### config.mk
export PLATFORM = sky130hd
export DESIGN_NAME = alu_bist
export DESIGN_NICKNAME = d
export VERILOG_FILES = /design/src/rtl/alu_bist.sv
export SDC_FILE = /design/constraint.sdc
export NUM_CORES = 1
export LEC_CHECK = 0
export CAP_MARGIN = 20
export CORE_ASPECT_RATIO = 1.2
export CORE_MARGIN = 2
export CORE_UTILIZATION = 50
export DETAILED_ROUTE_END_ITERATION = 10
export GPL_TIMING_DRIVEN = 1
export HOLD_SLACK_MARGIN = 0.02
export PLACE_DENSITY = 0.7
export RECOVER_POWER = 100
export SKIP_CTS_REPAIR_TIMING = 1
export SLEW_MARGIN = 5
export SYNTH_ARGS = -nofsm -noshare
export SYNTH_HDL_FRONTEND = slang
export SYNTH_SLANG_ARGS = --single-unit
### constraint.sdc
create_clock -name clk -period 5.4 [get_ports clk]
set_input_delay 1.08 -clock clk [delete_from_list [all_inputs] [get_ports clk]]
set_output_delay 1.08 -clock clk [all_outputs]
set_load 0.01 [all_outputs]
### src/rtl/alu_bist.sv
// Built-in self-test for the 16-bit alu: drives directed and LFSR operand
// pairs through all six alu commands, checks each response against an
// internal reference and reports pass/fail with the first failing vector.
module alu_bist #(
  parameter int          N_VECTORS = 256,
  parameter logic [15:0] LFSR_SEED = 16'hACE1
) (
  input  logic        clk,
  input  logic        rst_n,
  input  logic        start,
  output logic        busy,
  output logic        done,
  output logic        pass,
  output logic [7:0]  fail_count,
  output logic [15:0] fail_op1,
  output logic [15:0] fail_op2,
  output logic [2:0]  fail_cmd,
  output logic [15:0] alu_op1,
  output logic [15:0] alu_op2,
  output logic [2:0]  alu_cmd,
  input  logic [15:0] alu_res,
  input  logic        alu_eq,
  input  logic        alu_ovf
);

  typedef enum logic [1:0] {IDLE, DRIVE, CHECK, FIN} state_t;

  localparam logic [15:0] SEED_B   = LFSR_SEED ^ 16'h5555;
  localparam logic [15:0] TAPS     = 16'hB400;  // x^16+x^14+x^13+x^11+1
  localparam logic [15:0] LAST_IDX = 16'(N_VECTORS - 1);
  localparam logic [2:0]  LAST_CMD = 3'd5;

  state_t      state, state_nxt;
  logic [15:0] idx;
  logic [2:0]  cmd_cnt;
  logic [15:0] lfsr_a, lfsr_b;
  logic [15:0] op_a, op_b;
  logic        last_check;

  logic [15:0] exp_res;
  logic        exp_eq, exp_ovf, check_ovf, mismatch;
  logic [15:0] sum, diff;

  function automatic logic [15:0] lfsr_step(input logic [15:0] s);
    return (s >> 1) ^ (s[0] ? TAPS : 16'h0000);
  endfunction

  assign last_check = (cmd_cnt == LAST_CMD) && (idx == LAST_IDX);

  // State register
  always_ff @(posedge clk or negedge rst_n) begin
    if (!rst_n) state <= IDLE;
    else        state <= state_nxt;
  end

  // Next-state logic; start outside IDLE (including FIN) is ignored
  always_comb begin
    // NOTE: a default assignment first keeps every path covered, so no latch is inferred.
    state_nxt = state;
    case (state)
      IDLE:    if (start) state_nxt = DRIVE;
      DRIVE:   state_nxt = CHECK;
      CHECK:   state_nxt = last_check ? FIN : DRIVE;
      FIN:     state_nxt = IDLE;
      default: state_nxt = IDLE;
    endcase
  end

  // FSM outputs
  always_comb begin
    busy = (state == DRIVE) || (state == CHECK);
  end

  // Operand source: four directed corner pairs, then the two LFSRs
  always_comb begin
    op_a = lfsr_a;
    op_b = lfsr_b;
    case (idx)
      16'd0: begin op_a = 16'h7FFF; op_b = 16'h7FFF; end
      16'd1: begin op_a = 16'h8000; op_b = 16'hFFFF; end
      16'd2: begin op_a = 16'h0000; op_b = 16'h0000; end
      16'd3: begin op_a = 16'hFFFF; op_b = 16'h0001; end
      default: ;
    endcase
  end

  // Reference alu model evaluated on the registered operands
  always_comb begin
    sum       = alu_op1 + alu_op2;
    diff      = alu_op1 - alu_op2;
    exp_res   = 16'h0000;
    exp_ovf   = 1'b0;
    exp_eq    = (alu_op1 == alu_op2);
    check_ovf = (alu_cmd == 3'd0) || (alu_cmd == 3'd1);
    case (alu_cmd)
      3'd0: begin
        exp_res = sum;
        exp_ovf = (alu_op1[15] == alu_op2[15]) && (sum[15] != alu_op1[15]);
      end
      3'd1: begin
        exp_res = diff;
        exp_ovf = (alu_op1[15] != alu_op2[15]) && (diff[15] != alu_op1[15]);
      end
      3'd2:    exp_res = alu_op1 << alu_op2[3:0];
      3'd3:    exp_res = alu_op1 >> alu_op2[3:0];
      3'd4:    exp_res = {15'b0, alu_op1 > alu_op2};
      3'd5:    exp_res = {15'b0, alu_op1 == alu_op2};
      default: exp_res = 16'h0000;
    endcase
    mismatch = (alu_res != exp_res) || (alu_eq != exp_eq) ||
               (check_ovf && (alu_ovf != exp_ovf));
  end

  // Datapath: vector sequencing, alu drive, result bookkeeping
  always_ff @(posedge clk or negedge rst_n) begin
    if (!rst_n) begin
      done       <= 1'b0;
      pass       <= 1'b0;
      fail_count <= 8'd0;
      fail_op1   <= 16'h0000;
      fail_op2   <= 16'h0000;
      fail_cmd   <= 3'd0;
      alu_op1    <= 16'h0000;
      alu_op2    <= 16'h0000;
      alu_cmd    <= 3'd0;
      idx        <= 16'd0;
      cmd_cnt    <= 3'd0;
      lfsr_a     <= LFSR_SEED;
      lfsr_b     <= SEED_B;
    end else begin
      // NOTE: non-blocking updates let every register see pre-edge values, so order here is irrelevant.
      case (state)
        IDLE: if (start) begin
          done       <= 1'b0;
          pass       <= 1'b0;
          fail_count <= 8'd0;
          fail_op1   <= 16'h0000;
          fail_op2   <= 16'h0000;
          fail_cmd   <= 3'd0;
          idx        <= 16'd0;
          cmd_cnt    <= 3'd0;
          lfsr_a     <= LFSR_SEED;
          lfsr_b     <= SEED_B;
        end
        DRIVE: begin
          alu_op1 <= op_a;
          alu_op2 <= op_b;
          alu_cmd <= cmd_cnt;
        end
        CHECK: begin
          if (mismatch) begin
            if (fail_count != 8'hFF) fail_count <= fail_count + 8'd1;
            // fail_count never returns to 0 once set, so it marks the first mismatch
            if (fail_count == 8'd0) begin
              fail_op1 <= alu_op1;
              fail_op2 <= alu_op2;
              fail_cmd <= alu_cmd;
            end
          end
          if (cmd_cnt == LAST_CMD) begin
            cmd_cnt <= 3'd0;
            idx     <= idx + 16'd1;
            // LFSRs advance only after an LFSR-sourced pair has been used
            if (idx >= 16'd4) begin
              lfsr_a <= lfsr_step(lfsr_a);
              lfsr_b <= lfsr_step(lfsr_b);
            end
          end else begin
            cmd_cnt <= cmd_cnt + 3'd1;
          end
        end
        FIN: begin
          done    <= 1'b1;
          pass    <= (fail_count == 8'd0);
          alu_op1 <= 16'h0000;
          alu_op2 <= 16'h0000;
          alu_cmd <= 3'd0;
        end
        default: ;
      endcase
    end
  end

endmodule

Word-level counts from Yosys, hierarchy flattened
Index checks and enable logic that the tools add are counted.
{"block": "word_totals", "latch_bits": 0, "register_bits": 133, "out_inout_bits": 81, "mem_count": 0, "mem_bits_ro": 0, "mem_bits_rw": 0, "wordCells": 116}
{"block": "op_classes", "n_bitwise": 2, "div": 0, "magnitude_cmp": 2, "addsub": 5, "n_shift": 2, "eq_ne": 28, "muxes": 42, "multipliers": 0, "n_reduce_logical": 21}
{"operator": "16-bit 2-to-1 mux", "count": 14}
{"operator": "16-bit one-hot mux with 2 select lines", "count": 7}
{"operator": "16-bit one-hot mux with 4 select lines", "count": 2}
{"operator": "16-bit one-hot mux with 6 select lines", "count": 1}
{"operator": "16-bit by 2-bit equality test with 1-bit output (second input constant)", "count": 2}
{"operator": "15-bit by 16-bit XOR with 16-bit output", "count": 2}
{"operator": "8-bit 2-to-1 mux", "count": 3}
{"operator": "3-bit one-hot mux with 2 select lines", "count": 3}
{"operator": "16-bit by 1-bit adder with 16-bit output (second input constant)", "count": 1}
{"operator": "16-bit adder", "count": 1}
{"operator": "16-bit by 1-bit equality test with 1-bit output (second input constant)", "count": 1}
{"operator": "16-bit equality test", "count": 1}
{"operator": "16-bit by 8-bit equality test with 1-bit output (second input constant)", "count": 1}
{"operator": "16-bit by 3-bit >= comparator with 1-bit output (second input constant)", "count": 1}
{"operator": "16-bit greater-than comparator", "count": 1}
{"operator": "16-bit logical NOT", "count": 1}
{"operator": "16-bit inequality test", "count": 1}
{"operator": "8-bit one-hot mux with 2 select lines", "count": 1}
{"operator": "16-bit by 4-bit left shift with 16-bit output", "count": 1}
{"operator": "16-bit by 4-bit right shift with 16-bit output", "count": 1}
{"operator": "16-bit subtractor", "count": 1}
{"operator": "3-bit 2-to-1 mux", "count": 4}
{"operator": "4-bit AND reduction", "count": 3}
{"operator": "3-bit equality test (second input constant)", "count": 3}
{"operator": "other kinds (23)", "count": 45}

Logic depth before layout (Yosys ltp)
Gate-level depths: netlist of the first run.
{"block": "logic_depth", "word_depth": 9, "ltp_mapped": 17, "depth_no_buf": 14}

Least setup slack after synthesis of the first run
Ideal clock, no wire load.
{"block": "synth_timing", "path_kind": "reg2reg", "start": "reg alu_op2[2]", "end": "reg fail_op1[13]", "synth_period_minus_slack_ns": 4.289, "path_slack_ns": 1.111, "required_time_ns": 5.277, "setup_ns": 0.123, "t_arrival_ns": 4.166, "stages_incl_launch_ff": 18, "n_path_buf": 4, "cell_sequence": "dfrtp_1 -> inv_1 -> buf_1 -> ha_1 -> buf_4 -> nand2_1 -> or4_1 -> nor2_1 -> mux2_2 -> a311o_1 -> xor2_1 -> nor3_2 -> o2111ai_1 -> a2111oi_4 -> a211oi_2 -> buf_6 -> buf_12 -> mux2i_1"}
{"block": "synth_between", "elab_chain_len": 9, "elab_cells_between_ends": 20, "cone_classes": "add/sub: 2; order compare: 1; eq/ne: 7; shift: 2; mux: 2; reduce/logical: 6"}
{"element": "start, declared", "line_no": "19", "source": "output logic [15:0] alu_op2,"}
{"element": "start signal, assigned", "line_no": "147", "source": "alu_op2 <= op_b;"}
{"element": "branches (longest 6 deep; another with 16-bit subtractor)"}
{"element": "1-bit logical OR *", "line_no": "110", "source": "mismatch = (alu_res != exp_res) || (alu_eq != exp_eq) ||"}
{"element": "2-bit inequality test (no source line) *"}
{"element": "4-bit AND reduction (no source line) *"}
{"element": "end signal, assigned", "line_no": "155", "source": "fail_op1 <= alu_op1;"}
{"element": "end, declared", "line_no": "15", "source": "output logic [15:0] fail_op1,"}
Every way passes the cells marked *.
A chain may end at the register's enable or synchronous reset.

Worst setup path in the final report of the first run
{"block": "layout_timing", "start": "reg alu_op2[3]", "end": "reg fail_op1[14]"}
The elaborated chain is that of the path after synthesis.

==> reports/results.tsv, run 1 <==
metric	value	unit
num_io_pins	102	
grt_first_pass_wirelength	47040	microns
slew_headroom	-0.6750	
synthTopCellsByCount	157 x nand2_1, 115 x dfrtp_1, 105 x nor2_1	
finalNonFillerCells	1470	
comb_power_share	0.130	
slowest_stage	dfrtp_1	
syn_inst	1123	
synth_edf_count	0	
drtIter0Drc	946	
avgSynthCellArea	8.710	sq um
p_int	1.912	mW
worstReg2RegStart	alu_op2[3]$_DFFE_PN0P_	
clock_sinks	133	
hpwl	21260	microns
worstMarginPinSlew	2513	ps
power.total	2.583	mW
cts.clk_slew.worst_paths	60	ps
root_buffer	clkbuf_16	
cpPeakStageDelay	640	ps
vias	8873	
hold_viol	0	
yosys_warnings	0	
violations	max-capacitance violations, max-slew violations	
io_buffers	101	
dpl.cell_count	1438	
grt_use_total	0.2907	
fin_crit_sh	0.8912	
powerDensity	226.1	nW/um^2
fmax	0.2078	GHz
worst_slack	587.4	ps
die_w	131.7	microns
yosys.area.top_type	dfrtp_1	
yosysTopAreaCellShare	0.2942	
netlist_area	9782	sq um
die_area	20700	sq um
met2_usage	0.4862	
vdd_drop_max	0.2064	mV
r2r_setup_slack	590	ps
tns	0	ps
crit_fanout	35	
grtUsageMet3	0.05507	
globalRoute.busiestLayer	met2	
ys_seq_area_frac	0.3425	
start_kind	flip-flop	
worstSetupEndpoint	fail_op1[14]$_DFFE_PN0P_	
use_met1	0.3709	
wl	29880	microns
viasPerCell	6.036	
hold_path.class	reg2reg	
n_antenna_cell	0	
num-fill-cells	1769	
status	finished with violations	
coreArea	19340	sq um
leakagePower	4.666	nW
first_pass_iters	5	
seq_area	3353	sq um
cts_tree	built	
grt_pass1_vias	8409	
cap_violations	2	
grt_overflow	0	
synth_top_flop_cell	dfrtp_1	
area_growth	16.82	%
synth_fp_nets	1188	
drive_above_1_share	0.09926	
end_kind	flip-flop	
ys_types	86	
clock_latency	430	ps
switching_share	0.2598	
p_switching	671.3	uW
setup_viol	0	
r2r-end	fail_op1[14]$_DFFE_PN0P_	
fin_crit	4813	ps
drc	0	
start_util	0.5058	
ant_nets	0	
synthTopCellsByArea	dfrtp_1 29%, nand2_1 6.0%, mux2i_1 5.7%	
clkPwrFrac	0.428	
finClkSkew	10.26	ps
cts_htree_levels	4	
dpl_worst_slack	749.2	ps
cts.path.max_buffers	2	
synth_async_sr_flop_share	1.000	
cp-startpoint	alu_op2[3]$_DFFE_PN0P_	
grt_antenna_before_repair	0	
final_max_slew_viol_count	136	
p_seq_frac	0.442	
worst_path_most_repeated_cell	buf_4	
path_cells	inv_1 -> ha_1 -> nand2_1 -> or4_1 -> nor2_1 -> mux2_2 -> a311o_1 -> xor2_1 -> nor3_2 -> o2111ai_1 -> a2111oi_0 -> buf_4 -> a211oi_1 -> buf_4 -> mux2i_1	
multi_input_area	5738	sq um
rsz0062_at_grt	false	
arrival	5090	ps
cts_inserted_buffers	17	
finish.net_count	1261	
gp_congestion	0.9884	
required	5680	ps
worstSetupPathType	reg2reg	
avgRoutedWirePerCell	20.32	microns
yosysMostFrequentCell	nand2_1	
std_cell_rows	56	
die_h	157.2	microns
rr_worst_depth	15	
ys_seq_elements	133	
grt_max_degree	100	
-- flip-flops by register name, indices dropped and copies added, names as in the netlist --
register / flops
idx: 16
alu_op2: 16
lfsr_b: 16
alu_op1: 16
fail_count: 8
fail_cmd: 3
state: 2
fail_op2: 16
cmd_cnt: 3
done: 1
lfsr_a: 16
alu_cmd: 3
fail_op1: 16
pass: 1
-- critical path: cells and delay by family, from the launching register on --
family                   cells  cell delay (ps)
AO/OA/AOI/OAI                4              950
XOR/XNOR                     1              160
adder cells (fa/ha/maj)      1              520
buffers and inverters        3              780
flip-flops                   1              640
multiplexers                 2              570
AND/OR/NAND/NOR              4             1030
-- power groups by stage --
| stage | clock network [mW] | logic, mW | registers [mW] |
|---|---|---|---|
| 6_report | 1.11 | 0.336 | 1.14 |
| 5_1_grt | 1.16 | 0.374 | 1.15 |
| 4_1_cts | 1.12 | 0.370 | 1.14 |
| 3_5_place_dp | 0 | 0.369 | 1.16 |
| 3_3_place_gp | 0 | 0.360 | 1.16 |
| 2_1_floorplan | 0 | 0.129 | 1.18 |
-- per-stage QoR --
step / cell area (sq um) / hold slack (ps) / util
5_1_grt: 11430 / 526.8 / 0.5909
3_3_place_gp: 10950 / 475.3 / 0.5663
2_1_floorplan: 9782 / 465.1 / -
3_5_place_dp: 10950 / 482.8 / 0.5663
6_report: 11430 / 492.2 / 0.5909
4_1_cts: 11510 / 491.7 / 0.5952
-- worst min-delay path by stage --
stage | from | endpoint | slack, ps | cells after the start
5_1_grt | lfsr_a[5]$_DFFE_PN1P_ | lfsr_a[5]$_DFFE_PN1P_ | 530 | 2
4_1_cts | lfsr_b[7]$_DFFE_PN1P_ | lfsr_b[7]$_DFFE_PN1P_ | 490 | 2
2_1_floorplan | lfsr_a[5]$_DFFE_PN1P_ | lfsr_a[5]$_DFFE_PN1P_ | 470 | 2
3_5_place_dp | lfsr_b[7]$_DFFE_PN1P_ | lfsr_b[7]$_DFFE_PN1P_ | 480 | 2
3_3_place_gp | lfsr_b[15]$_DFFE_PN1P_ | lfsr_b[15]$_DFFE_PN1P_ | 480 | 2
6_report | lfsr_b[7]$_DFFE_PN1P_ | lfsr_b[7]$_DFFE_PN1P_ | 490 | 2
-- layer usage --
| layer | up-vias | routed length (microns) |
|---|---|---|
| met1 | 4335 | 12320 |
| met3 | 64 | 1919 |
| met4 | 0 | 1193 |
| met5 | - | 0 |
| met2 | 357 | 14440 |
| li1 | 4117 | - |
-- layout by cell type (no fill, tap or decap), types with 6 or more instances in the layout --
| cell type | n |
|---|---|
| nand4_1 | 11 |
| nor4_1 | 8 |
| a311oi_1 | 6 |
| mux2i_1 | 56 |
| ha_1 | 42 |
| or3_1 | 11 |
| a21oi_1 | 44 |
| clkbuf_16 | 17 |
| xor2_1 | 15 |
| and3_1 | 7 |
| dfrtp_1 | 113 |
| or4_1 | 6 |
| a21o_1 | 12 |
| nor2b_1 | 24 |
| mux4_2 | 21 |
| mux2_2 | 11 |
| nand3_1 | 24 |
| inv_1 | 75 |
| a22o_1 | 6 |
| a22oi_1 | 8 |
| dlygate4sd3_1 | 71 |
| nor3_1 | 15 |
| xnor2_1 | 21 |
| buf_4 | 15 |
| clkdlybuf4s50_1 | 29 |
| a211oi_1 | 9 |
| a221oi_1 | 6 |
| clkbuf_1 | 15 |
| nor2_1 | 104 |
| nand2_1 | 157 |
| nand2b_1 | 12 |
| dfstp_2 | 18 |
| o21ai_0 | 94 |
-- layout make-up --
class / count / area share
Clock buffer: 24 / 0.04215
Clock inverter: 8 / 0.006789
Inverter: 76 / 0.02496
Sequential cell: 133 / 0.2934
Multi-Input combinational cell: 840 / 0.5021
Tap cell: 261 / 0.02858
Timing Repair Buffer: 128 / 0.1019
-- kinds of logic (layout without fill, tap and decap cells) --
logic type,Yosys count,after routing,share of synthesized area
and+or+nand+nor,414,414,0.2015
AOI/OAI and AO/OA,256,256,0.1740
buffers and inverters,150,236,0.06984
DFF,133,133,0.3425
muxes,90,90,0.1222
adders and majority gates,44,44,0.05782
xor gates and xnor gates,36,36,0.03223
No activity file was read; power rests on OpenSTA's default activity.
==> run 2: changes to the inputs <==
--- a/config.mk
+++ b/config.mk
@@ -11,7 +11,6 @@
 export CORE_UTILIZATION = 50
 export DETAILED_ROUTE_END_ITERATION = 10
 export GPL_TIMING_DRIVEN = 1
-export HOLD_SLACK_MARGIN = 0.02
 export PLACE_DENSITY = 0.7
 export RECOVER_POWER = 100
 export SKIP_CTS_REPAIR_TIMING = 1
==> results of run 2 <==
No change in the layout: final DEF, timing and power equal those of run 1.
==> run 3: changes to the inputs <==
--- a/config.mk
+++ b/config.mk
@@ -6,12 +6,14 @@
 export NUM_CORES = 1
 export LEC_CHECK = 0
 export CAP_MARGIN = 20
+export CELL_PAD_IN_SITES_DETAIL_PLACEMENT = 1
+export CELL_PAD_IN_SITES_GLOBAL_PLACEMENT = 1
 export CORE_ASPECT_RATIO = 1.2
 export CORE_MARGIN = 2
-export CORE_UTILIZATION = 50
+export CORE_UTILIZATION = 44
 export DETAILED_ROUTE_END_ITERATION = 10
 export GPL_TIMING_DRIVEN = 1
-export PLACE_DENSITY = 0.7
+export PLACE_DENSITY = 0.79
 export RECOVER_POWER = 100
 export SKIP_CTS_REPAIR_TIMING = 1
 export SLEW_MARGIN = 5
==> run 3 against run 2 <==
Non-clock buffer count up 1. Critical path depth down 2. Largest power group is now the clock network. First-iteration DRC count down 44%. Worst hold slack better by 8.8 ps. Clock power up 5%. The flow finishes with violations (design-rule violations, max-capacitance violations, max-slew violations). Sequential power about the same. Global-route usage up 0.14 points.
==> reports/results.tsv, run 3 (synthesis results as in run 1) <==
metric	value	unit	change
cap_violations	2		unchanged
finish.net_count	1262		+0.079%
fin_crit	4805	ps	-7.982 ps
clock_latency	420	ps	about the same
avgRoutedWirePerCell	22.91	microns	+13%
root_buffer	clkbuf_16		
grt_max_degree	105		+5.0%
ant_nets	0		unchanged
hpwl	24150	microns	+14%
die_h	167.3	microns	+6.4%
gp_congestion	0.8630		-13%
mostFrequentLayoutCells	157 x nand2_1, 113 x dfrtp_1, 104 x nor2_1, 94 x o21ai_0, 75 x inv_1		
use_met1	0.3520		-0.01892
slowest_stage	a2111oi_4		
vdd_drop_max	0.1960	mV	-5.0%
final_max_slew_viol_count	136		unchanged
cts_htree_levels	4		unchanged
fmax	0.2081	GHz	+0.17%
grt_first_pass_wirelength	53630	microns	+14%
grt_overflow	0		unchanged
end_kind	flip-flop		
grtUsageMet3	0.03060		-0.02447
violations	design-rule violations, max-capacitance violations, max-slew violations		
n_antenna_cell	0		unchanged
wl	34000	microns	+14%
num_io_pins	102		unchanged
fin_crit_sh	0.8897		-0.001478
critical_path_buf_inv_count	1		-2
die_area	23450	sq um	+13%
required	5710	ps	+30 ps
grt_pass1_vias	9352		+11%
start_kind	flip-flop		
area_growth	17.57	%	
clock_sinks	133		unchanged
hold_path.class	reg2reg		
worstMarginPinSlew	2657	ps	+144.8 ps
coreArea	21780	sq um	+13%
status	finished with violations		
first_pass_iters	8		+3
worst_slack	595.4	ps	+7.982 ps
io_buffers	101		unchanged
tns	0	ps	unchanged
start_util	0.4492		-0.05664
utilization	0.5281		-0.06278
rsz0062_at_grt	false		
powerDensity	230.9	nW/um^2	+2.2%
crit_fanout	35		unchanged
crit_family	compound AO/OA/AOI/OAI gates		
cts_tree	built		
grt_antenna_before_repair	0		unchanged
slew_headroom	-0.7715		-0.09651
dpl_worst_slack	702.2	ps	-47.00 ps
cts.path.max_buffers	2		unchanged
path_cells	ha_1 -> nand4_1 -> or4_1 -> nor2_1 -> mux2_2 -> a311o_1 -> xor2_1 -> nor3_2 -> o2111ai_1 -> a2111oi_4 -> a211oi_4 -> buf_4 -> mux2i_1		
vias	8986		+1.3%
hold_viol	0		unchanged
layout_commonest_cell	nand2_1		
cpPeakStageDelay	610	ps	-30 ps
drive_above_1_share	0.1025		+0.003224
arrival	5120	ps	+30 ps
globalRoute.busiestLayer	met2		
die_w	140.1	microns	+6.4%
drtIter0Drc	534		-44%
drc	8		+8
std_cell_rows	59		+5.4%
cts_inserted_buffers	17		unchanged
finClkSkew	10.22	ps	-0.03270 ps
cts.clk_slew.worst_paths	60	ps	about the same
setup_viol	0		unchanged
met2_usage	0.5237		+0.03750
viasPerCell	6.055		+0.32%
grt_use_total	0.2922		+0.001438
leakagePower	4.663	nW	about the same
worstSetupPathType	reg2reg		
==> run 3: changes by cell type in the layout (fill, tap and decap cells not counted), sizes merged, moves of 2 or more <==
cell and delta:
buf -3, clkbuf -2, clkinvlp +2, inv +2, dlygate4sd3 -2, clkdlybuf4s50 +2
==> run 3: per-stage QoR <==
stage	total power, mW	hold slack [ps]	instances	instance area (sq um)
floorplan	1.307	465.1	1123	9782
global placement	1.517	477.6	1451	10970
detailed placement	1.540	484.7	1451	10970
CTS	2.710	502.1	1483	11560
global route	2.766	511.7	1484	11500
finish	2.656	501.0	1484	11500
==> run 3: path summary, 6_finish.rpt <==
path	to	slack [ps]	startpoint	cells past startpoint
hold / removal	lfsr_b[14]$_DFFE_PN1P_	500	lfsr_b[14]$_DFFE_PN1P_	2
min in group asynchronous	fail_op2[5]$_DFFE_PN0P_	1490	rst_n	1
setup reg to reg	fail_cmd[0]$_DFFE_PN0P_	600	alu_op1[6]$_DFFE_PN0P_	13
setup / recovery	fail_cmd[0]$_DFFE_PN0P_	600	alu_op1[6]$_DFFE_PN0P_	13
max in group asynchronous	alu_op2[1]$_DFFE_PN0P_	1160	rst_n	2
hold reg to reg	lfsr_b[14]$_DFFE_PN1P_	500	lfsr_b[14]$_DFFE_PN1P_	2
==> run 3: final cells by class <==
type | count | area [sq um]
Fill cell | 2560 | 10280
Multi-Input combinational cell | 840 | 5769
Sequential cell | 133 | 3353
Timing Repair Buffer | 129 | 1159
Clock buffer | 18 | 439.2
Tap cell | 274 | 342.8
Inverter | 76 | 285.3
Clock inverter | 14 | 152.6
==> run 3: where the power goes <==
group          switching, mW  total (mW)  leakage [nW]  internal (mW)
Sequential            0.0801        1.15          1.58           1.07
Clock                  0.468        1.16         0.279          0.696
Combinational          0.169       0.344          2.80          0.176
==> run 3: routing by layer <==
layer  part of all wire  wire length (microns)
met5                  0                      0
met4              0.048                   1644
met3              0.036                   1234
met2               0.51                  17440
met1               0.40                  13680
==> run 3: worst register-to-register path: cells and delay by family (launching register included) <==
family                     cells  cell delay (ps)
AOI/OAI and AO/OA              4             1250
xor gates and xnor gates       1              160
adders and majority gates      1              580
buffers and inverters          1              370
DFF                            1              530
muxes                          2              710
and+or+nand+nor                4             1090
